--- src/rtl/cmp_pkg.sv ---
// Shared types for the comparator stream tracker: FSM states and one-hot result.
// Latency: n/a (types and a pure decode function only).
// Backpressure: n/a.
package cmp_pkg;

  typedef enum logic [1:0] {
    IDLE = 2'd0,
    EVAL = 2'd1,
    HOLD = 2'd2
  } state_t;

  typedef struct packed {
    logic gt;
    logic lt;
    logic eq;
  } cmp_res_t;

  // Bit 0 of the ripple outputs carries the full-width decision.
  function automatic cmp_res_t decode_res(input logic g0, input logic l0);
    cmp_res_t r;
    r.gt = g0 & ~l0;
    r.lt = l0 & ~g0;
    r.eq = ~g0 & ~l0;
    return r;
  endfunction

endpackage

--- src/rtl/comparator.sv ---
// Ripple magnitude comparator, MSB to LSB; tap i decides on bits N-1..i.
// Latency: combinational.
// Backpressure: none.
module comparator #(
  parameter int N = 4
) (
  input  logic [N-1:0] a,
  input  logic [N-1:0] b,
  output logic [N-1:0] gout,
  output logic [N-1:0] lout
);

  // Once a higher bit has decided greater/less, lower bits cannot change it.
  always_comb begin : ripple
    logic g, l, gn, ln;
    gout = '0;
    lout = '0;
    g    = 1'b0;
    l    = 1'b0;
    for (int i = N - 1; i >= 0; i--) begin
      gn      = g | (~l & a[i] & ~b[i]);
      ln      = l | (~g & ~a[i] & b[i]);
      g       = gn;
      l       = ln;
      gout[i] = g;
      lout[i] = l;
    end
  end

endmodule

--- src/rtl/cmp_stream_tracker.sv ---
// Registers operand pairs, compares them, presents a one-hot result and keeps outcome/max statistics.
// Latency: pair accepted at edge k is presented (out_valid=1) for sampling at edge k+2; one pair per 3 cycles max.
// Backpressure: holds the result indefinitely while out_ready=0; in_ready is low outside IDLE.
module cmp_stream_tracker
  import cmp_pkg::*;
#(
  parameter int N     = 4,
  parameter int CNT_W = 8
) (
  input  logic             clk,
  input  logic             reset,
  input  logic             clear,
  input  logic             in_valid,
  output logic             in_ready,
  input  logic [N-1:0]     in_a,
  input  logic [N-1:0]     in_b,
  output logic             out_valid,
  input  logic             out_ready,
  output logic             out_gt,
  output logic             out_lt,
  output logic             out_eq,
  output logic [N-1:0]     max_val,
  output logic [CNT_W-1:0] gt_cnt,
  output logic [CNT_W-1:0] lt_cnt,
  output logic [CNT_W-1:0] eq_cnt
);

  localparam logic [CNT_W-1:0] CNT_ONE = CNT_W'(1);
  localparam logic [CNT_W-1:0] CNT_MAX = '1;

  state_t         state_q, state_d;
  logic [N-1:0]   a_q, b_q;
  logic [N-1:0]   gout, lout;
  cmp_res_t       res_now, res_q;
  logic [N-1:0]   larger;
  logic           accept, eval, consume;

  comparator #(.N(N)) u_cmp (
    .a    (a_q),
    .b    (b_q),
    .gout (gout),
    .lout (lout)
  );

  // Only the LSB taps are used; the higher taps are partial decisions.
  wire unused_taps = ^{gout, lout};

  assign res_now = decode_res(gout[0], lout[0]);
  // Larger operand taken from the comparator result rather than a second magnitude compare.
  assign larger  = res_now.lt ? b_q : a_q;

  // Next-state and handshake decode; both ready and valid depend on state only.
  always_comb begin
    state_d   = state_q;
    in_ready  = 1'b0;
    out_valid = 1'b0;
    accept    = 1'b0;
    eval      = 1'b0;
    consume   = 1'b0;
    case (state_q)
      IDLE: begin
        in_ready = 1'b1;
        if (in_valid) begin
          accept  = 1'b1;
          state_d = EVAL;
        end
      end
      EVAL: begin
        eval    = 1'b1;
        state_d = HOLD;
      end
      HOLD: begin
        out_valid = 1'b1;
        if (out_ready) begin
          consume = 1'b1;
          state_d = IDLE;
        end
      end
      default: state_d = IDLE;
    endcase
  end

  // State register.
  always_ff @(posedge clk) begin
    if (reset) state_q <= IDLE;
    else       state_q <= state_d;
  end

  // Operand capture on the input handshake.
  always_ff @(posedge clk) begin
    if (reset) begin
      a_q <= '0;
      b_q <= '0;
    end else if (accept) begin
      a_q <= in_a;
      b_q <= in_b;
    end
  end

  // Result register, loaded in EVAL and held through HOLD.
  always_ff @(posedge clk) begin
    if (reset)     res_q <= '0;
    else if (eval) res_q <= res_now;
  end

  assign out_gt = res_q.gt;
  assign out_lt = res_q.lt;
  assign out_eq = res_q.eq;

  // Statistics: clear beats any same-cycle update; counters saturate.
  always_ff @(posedge clk) begin
    if (reset || clear) begin
      max_val <= '0;
      gt_cnt  <= '0;
      lt_cnt  <= '0;
      eq_cnt  <= '0;
    end else begin
      if (eval && (larger > max_val)) max_val <= larger;
      if (consume) begin
        if (res_q.gt && gt_cnt != CNT_MAX) gt_cnt <= gt_cnt + CNT_ONE;
        if (res_q.lt && lt_cnt != CNT_MAX) lt_cnt <= lt_cnt + CNT_ONE;
        if (res_q.eq && eq_cnt != CNT_MAX) eq_cnt <= eq_cnt + CNT_ONE;
      end
    end
  end

endmodule

--- config.mk ---
export PLATFORM = sky130hd
export DESIGN_NAME = cmp_stream_tracker
export DESIGN_NICKNAME = d
export VERILOG_FILES = /design/src/rtl/cmp_pkg.sv /design/src/rtl/comparator.sv /design/src/rtl/cmp_stream_tracker.sv
export SDC_FILE = /design/constraint.sdc
export NUM_CORES = 1
export LEC_CHECK = 0
export BUFFER_PORTS_ARGS = -buffer_cell sky130_fd_sc_hd__buf_2
export CAP_MARGIN = 20
export CORE_UTILIZATION = 35
export CTS_CLUSTER_DIAMETER = 50
export CTS_CLUSTER_SIZE = 10
export DETAILED_ROUTE_END_ITERATION = 16
export PLACE_DENSITY = 0.62
export SKIP_LAST_GASP = 1
export SYNTH_ARGS = -nofsm -noshare
export SYNTH_HDL_FRONTEND = slang
export SYNTH_SLANG_ARGS = --single-unit
--- constraint.sdc ---
create_clock -name clk -period 4.36 [get_ports clk]
set_input_delay 0.872 -clock clk [delete_from_list [all_inputs] [get_ports clk]]
set_output_delay 0.872 -clock clk [all_outputs]
set_load 0.005 [all_outputs]
# [Word level (Yosys, flattened, before mapping)]
# Cells that the tools add are included.
[op_classes] addsub=3 multipliers=0 n_div=0 n_lt_le_gt_ge=1 n_eq_ne=7 shift=0 muxes=11 bitwise=39 reduce_logical=10
[op_table] op="8-bit by 1-bit adder with 8-bit output (second input constant)" n=3
[op_table] op="8-bit != test (second input constant)" n=3
[op_table] op="1-bit bitwise AND" n=17
[op_table] op="1-bit inverter" n=16
[op_table] op="2-bit AND reduction" n=4
[op_table] op="1-bit two-way mux" n=7
[op_table] op="1-bit bitwise OR" n=6
[op_table] op="2-bit one-hot mux with 3 select lines" n=1
[op_table] op="4-bit greater-than comparator" n=1
[op_table] op="1-bit logical AND" n=4
[op_table] op="2-bit two-way mux" n=2
[op_table] op="4-bit two-way mux" n=1
[op_table] op="2-bit != test (second input constant)" n=2
[op_table] op="2-bit by 1-bit == test with 1-bit output (second input constant)" n=1
[op_table] op="2-bit == test (second input constant)" n=1
[op_table] op="2-bit zero test" n=1
[op_table] op="1-bit logical OR" n=1
[word_totals] regBits=41 latchBits=0 ram_bits=0 mem_bits_ro=0 inputBits=13 mem_count=0

# [Longest topological paths before layout]
[depth] depth_word=19 depth_mapped=10 depth_no_buf=9

# [By module]
# Synthesis repeated with hierarchy kept, for this count alone.
[hier_totals] cells_unflattened=246 area_unflattened_um2=2098.3
[modules_own_cells] module="cmp_stream_tracker" instances=1 cells_per_inst=223 area_each_um2=1945.6
[modules_own_cells] module="comparator" instances=1 cells_per_inst=23 area_each_um2=152.6

# [Least setup slack after synthesis]
# Ideal clock, no wire load.
[synth_path] kind="reg2reg" startpoint="register b_q[2]" endpoint="register max_val[1]" setup_time_ns=0.128 arrival_ns=2.023 t_required_ns=4.232 setup_slack_ns=2.210 path_stages_with_launch=10 path_buffers=0 synth_period_minus_slack_ns=2.150 path_cell_list="dfxtp_1 nor2b_2 o31a_1 maj3_2 o32ai_2 ha_1 inv_1 o221a_2 mux2i_1 nor2_1"
[synth_between] elab_chain_len=16 elab_cells_between_ends=26 classes_between="1 x order compare; 1 x mux; 23 x bitwise; 1 x reduce/logical"
[synth_lines] item="start, declared" line_no="cmp_stream_tracker.sv:32" rtl="logic [N-1:0] a_q, b_q;"
[synth_lines] item="start signal, assigned" line_no="cmp_stream_tracker.sv:96" rtl="b_q <= in_b;"
[synth_lines] item="1-bit inverter" line_no="comparator.sv:21" rtl="gn = g | (~l & a[i] & ~b[i]);"
[synth_lines] item="1-bit bitwise AND" line_no="comparator.sv:21"
[synth_lines] item="1-bit bitwise OR" line_no="comparator.sv:21"
[synth_lines] item="1-bit inverter" line_no="comparator.sv:22" rtl="ln = l | (~g & ~a[i] & b[i]);"
[synth_lines] item="1-bit bitwise AND (2 in a row)" line_no="comparator.sv:22"
[synth_lines] item="1-bit bitwise OR" line_no="comparator.sv:22"
[synth_lines] item="1-bit inverter" line_no="comparator.sv:21"
[synth_lines] item="1-bit bitwise AND (2 in a row)" line_no="comparator.sv:21"
[synth_lines] item="1-bit bitwise OR" line_no="comparator.sv:21"
[synth_lines] item="1-bit inverter" line_no="cmp_pkg.sv:22" rtl="r.lt = l0 & ~g0;"
[synth_lines] item="1-bit bitwise AND" line_no="cmp_pkg.sv:22"
[synth_lines] item="4-bit two-way mux (*)" line_no="cmp_stream_tracker.sv:50" rtl="assign larger = res_now.lt ? b_q : a_q;"
[synth_lines] item="4-bit greater-than comparator" line_no="cmp_stream_tracker.sv:118" rtl="if (eval && (larger > max_val)) max_val <= larger;"
[synth_lines] item="1-bit logical AND" line_no="cmp_stream_tracker.sv:118"
[synth_lines] item="end signal, assigned" line_no="cmp_stream_tracker.sv:118"
[synth_lines] item="end, declared" line_no="cmp_stream_tracker.sv:22" rtl="output logic [N-1:0] max_val,"
# Every way passes the cells marked *; elsewhere a longest branch is shown, timed or not.
# A chain may end at the register's enable or synchronous reset.

# [Final worst setup path]
[layout_path] startpoint="register b_q[3]" endpoint="register max_val[2]"
[layout_between] elab_chain_len=18 elab_cells_between_ends=32 classes_between="1 x order compare; 1 x mux; 29 x bitwise; 1 x reduce/logical"
[layout_lines] item="1-bit inverter or 1-bit bitwise AND (tied branches)" line_no="comparator.sv:21, comparator.sv:22"
[layout_lines] item="1-bit bitwise AND or 1-bit inverter (tied branches)" line_no="comparator.sv:21"
[layout_lines] item="1-bit inverter or 1-bit bitwise AND (tied branches)" line_no="comparator.sv:22, comparator.sv:21"
[layout_lines] item="1-bit bitwise AND (on tied branches)" line_no="comparator.sv:22, comparator.sv:21"
[layout_lines] item="1-bit bitwise AND or 1-bit bitwise OR (tied branches)" line_no="comparator.sv:22, comparator.sv:21"
[layout_lines] item="1-bit bitwise OR or 1-bit inverter (tied branches)" line_no="comparator.sv:22"
[layout_lines] item="1-bit inverter or 1-bit bitwise AND (tied branches)" line_no="comparator.sv:21, comparator.sv:22"
[layout_lines] item="1-bit bitwise AND (on tied branches)" line_no="comparator.sv:21, comparator.sv:22"
[layout_lines] item="[... 3 more ...]"
[layout_lines] item="1-bit bitwise AND (on tied branches)" line_no="comparator.sv:22, comparator.sv:21"
[layout_lines] item="1-bit bitwise AND or 1-bit bitwise OR (tied branches)" line_no="comparator.sv:22, comparator.sv:21"
[layout_lines] item="1-bit bitwise OR or 1-bit inverter (tied branches)" line_no="comparator.sv:22, cmp_pkg.sv:22"
[layout_lines] item="1-bit bitwise AND (*)" line_no="cmp_pkg.sv:22"
[layout_lines] item="4-bit two-way mux (*)" line_no="cmp_stream_tracker.sv:50"
[layout_lines] item="net larger[1]" line_no="cmp_stream_tracker.sv:35" rtl="logic [N-1:0] larger;"
[layout_lines] item="4-bit greater-than comparator (*)" line_no="cmp_stream_tracker.sv:118"
[layout_lines] item="1-bit logical AND (*)" line_no="cmp_stream_tracker.sv:118"
# Mark *: on every way through the listed nets, which the timed path passes. The rest lies on a longest branch.

==> reports/qor.csv <==
stage,metric,value,unit
flow_run,max-capacitance violation count,0,
setup_path,type of the worst setup path,register to register,
yosys,Synth cell types,42,
global_route,vias in the first global route,1605,
yosys,average footprint of a synthesized cell,8.68,um2
place,placed wire-length estimate,3.08,mm
setup_path,sort of element at the start of the critical path,register,
die,Die Footprint,0.00606,mm2
die,standard cell core area,0.00554,mm2
finish,most used cells in the layout excluding fill and tap cells,"sky130_fd_sc_hd__buf_2 (45), sky130_fd_sc_hd__dfxtp_1 (41), sky130_fd_sc_hd__nor2_1 (36)",
setup_path,Critical Path End Type,register,
timing,worst setup margin,2.05,ns
timing,final slew viol count,0,
global_route,pin count of the biggest net entering global routing,29,
finish,"most common cell after layout, fill and taps aside",sky130_fd_sc_hd__buf_2,
timing,count of final setup violators,0,
pwr,switching power summed over all nets,0.190,mW
yosys,sequential area share after synthesis,0.407,
pwr,proportion of total power due to net switching,0.245,
die,standard-cell row count,27,
setup_path,kind of cell with the highest combined delay on the critical path,compound AO/OA/AOI/OAI gates,
clock_tree,number of sinks handled by clock tree synthesis,41,
finish,"Non-Filler Cell Area, Final",0.00241,mm2
setup_path,"Req. time, crit path",4.53,ns
yosys,summed instance area of the synthesized netlist,0.00201,mm2
clock_tree,clock-pin slew on the worst setup and hold paths,0.08,ns
finish,signed area change from the synthesized netlist to the final layout,19.4,%
route,remaining routing DRC violations,0,
clock_tree,root buffer selected by CTS,sky130_fd_sc_hd__clkbuf_8,
setup_path,number of buffer and inverter stages on the critical path,0,
timing,slew margin rel.,0.621,
place,Setup WS pre-CTS,2.05,ns
timing,sum of negative setup slack,0,ns
yosys,Most used DFF post-synth,sky130_fd_sc_hd__dfxtp_1,
setup_path,data arrival time of the critical path,2.48,ns
setup_path,crit-path max FO,9,
place,Final Wtd Congestion,0.803,
pwr,PD cells,323,mW/mm2
finish,number of antenna cells inserted,0,
pwr,sequential share of power,0.506,
place,dpl cells,342,
timing,"Hold Vio Cnt, Final",0,
pwr,IR Drop Worst-Case VDD,0.000169,V
route,detailed router's first-iteration violation count,60,
clock_tree,number of setup buffers added after CTS,0,
clock_tree,Max H-tree Level,2,
die,die outline height,77.9,um
global_route,first-pass GRT wire length,7.20,mm
finish,final cell count without fillers,349,
place,Post-DP Area,0.00230,mm2
timing,final clock period utilization by the worst path,0.529,
route,number of routed nets with antenna violations,0,
yosys,syn nets,252,
clock_tree,number of buffers created by CTS,5,
timing,unrepaired setup endpoints after global routing,false,
pwr,Static Leakage,0.953,nW
timing,Period minus WS final,2.31,ns
global_route,GRT Residual Overflow,0,
route,vias,1724,
die,count of pins on the block boundary,46,
clock_tree,CTS tree,built,
timing,max frequency,433,MHz
route,wire length per cell,11.9,um
yosys,gate count of the mapped netlist,232,
global_route,overall fraction of global-route tracks in use,0.150,
pwr,internal power,0.587,mW
clock_tree,clock latency of the later-clocked register in the worst-skew pair,0.30,ns
timing,transition time at the pin with the least slew margin,0.568,ns
yosys,number of synthesized flops with an enable pin,0,
route,iteration count of the initial detailed-routing pass,4,
die,effective utilization at floorplan,0.364,
clock_tree,CTS-repair resized insts,0,
pwr,Clk network pwr share,0.383,
route,WL final,4.15,mm
outcome,run status,"complete, no violations",
timing,Max Clock Skew,0.00417,ns
yosys,Yosys reg bits,41,
yosys,total number of yosys warnings,0,
place,port bufs,45,
route,Vias per Instance,4.94,
setup_path,library cell contributing the largest single delay on the critical path,sky130_fd_sc_hd__dfxtp_1,
clock_tree,number of buffers inserted by hold repair at cts,0,
finish,count of nets after finishing,297,
pwr,combinational share of power,0.111,
setup_path,Max stage delay on crit path,0.49,ns
die,die boundary width,77.9,um
clock_tree,number of buffers on the longest clock path,2,
min_path,worst min path class,register to register,
finish,share of post-route cells with drive strength above 1,0.238,
finish,Finished Core Util,0.434,
yosys,fraction of synthesis flops using an asynchronous set or reset pin,0,
global_route,number of antenna violations at the first check in global routing,0,
setup_path,worst-path cell chain,nand2b_1 -> o311ai_1 -> a221oi_2 -> ha_1 -> nand3_1 -> o22ai_1 -> o221a_2 -> mux2i_1 -> nor2_1,
==> metrics by stage <==
step | total power [mW] | hold WS [ns]
global route | 0.814 | 0.508
detailed placement | 0.490 | 0.476
global placement | 0.488 | 0.466
CTS | 0.788 | 0.487
floorplan | 0.465 | 0.452
finish | 0.777 | 0.488
==> synth_stat cells (all sizes together), types with 5 or more instances <==
cell,number,share of area
clkbuf,5,0.0093
a311oi,5,0.031
nor2,36,0.067
nand2,27,0.050
xnor2,6,0.026
mux2i,6,0.030
inv,11,0.020
a21oi,16,0.040
dfxtp,41,0.41
ha,7,0.043
nand3,7,0.017
xor2,12,0.052
==> registers in the layout (all words and copies together) (netlist names) <==
name     count
a_q          4
b_q          4
eq_cnt       8
gt_cnt       8
lt_cnt       8
max_val      4
out_eq       1
out_gt       1
out_lt       1
state_q      2
==> final timing paths <==
path                             start          to  slack (ns)  cells after the start
worst max-delay path            b_q[3]  max_val[2]        2.05                      9
worst min-delay path            b_q[2]      b_q[2]        0.49                      2
worst max register to register  b_q[3]  max_val[2]        2.05                      9
worst min register to register  b_q[2]      b_q[2]        0.49                      2
==> cells by family after synthesis <==
| kind of cell | count (synthesis) | synth area share |
|---|---|---|
| AND/OR/NAND/NOR | 99 | 0.232 |
| AO/OA/AOI/OAI | 41 | 0.163 |
| flip-flops | 41 | 0.407 |
| XOR/XNOR | 18 | 0.0783 |
| buffers and inverters | 18 | 0.0342 |
| adder cells (fa/ha/maj) | 9 | 0.0547 |
| multiplexers | 6 | 0.0298 |
==> routing by layer <==
layer	GRT usage	wire, um	vias to the layer above
met2	0.244	1850	41
met1	0.179	1990	771
li1	-	-	904
met4	0.0774	100	0
met3	0.0412	210	8
met5	0	0	-
==> worst register-to-register path, delay by kind of cell (launching register included) <==
family / cells / cell delay [ns]
flip-flops: 1 / 0.49
adder cells (fa/ha/maj): 1 / 0.28
multiplexers: 1 / 0.16
AND/OR/NAND/NOR: 3 / 0.40
AO/OA/AOI/OAI: 4 / 0.85
==> final cells by class <==
| cell class | count | area, um2 |
|---|---|---|
| repair buffers | 45 | 225 |
| clock inverters | 2 | 35.0 |
| multi-input cells | 173 | 1120 |
| fillers | 579 | 3130 |
| flip-flops and latches | 41 | 821 |
| well taps | 72 | 90.1 |
| clock buffers | 5 | 68.8 |
| inverters | 11 | 41.3 |
==> power groups by stage <==
stage	clock (mW)	sequential, mW	combinational [mW]
2_1_floorplan	0	0.399	0.0660
3_3_place_gp	0	0.402	0.0863
3_5_place_dp	0	0.402	0.0872
4_1_cts	0.307	0.393	0.0875
5_1_grt	0.321	0.396	0.0980
6_report	0.298	0.393	0.0860
Note: power is estimated with default switching activity, not from simulation.
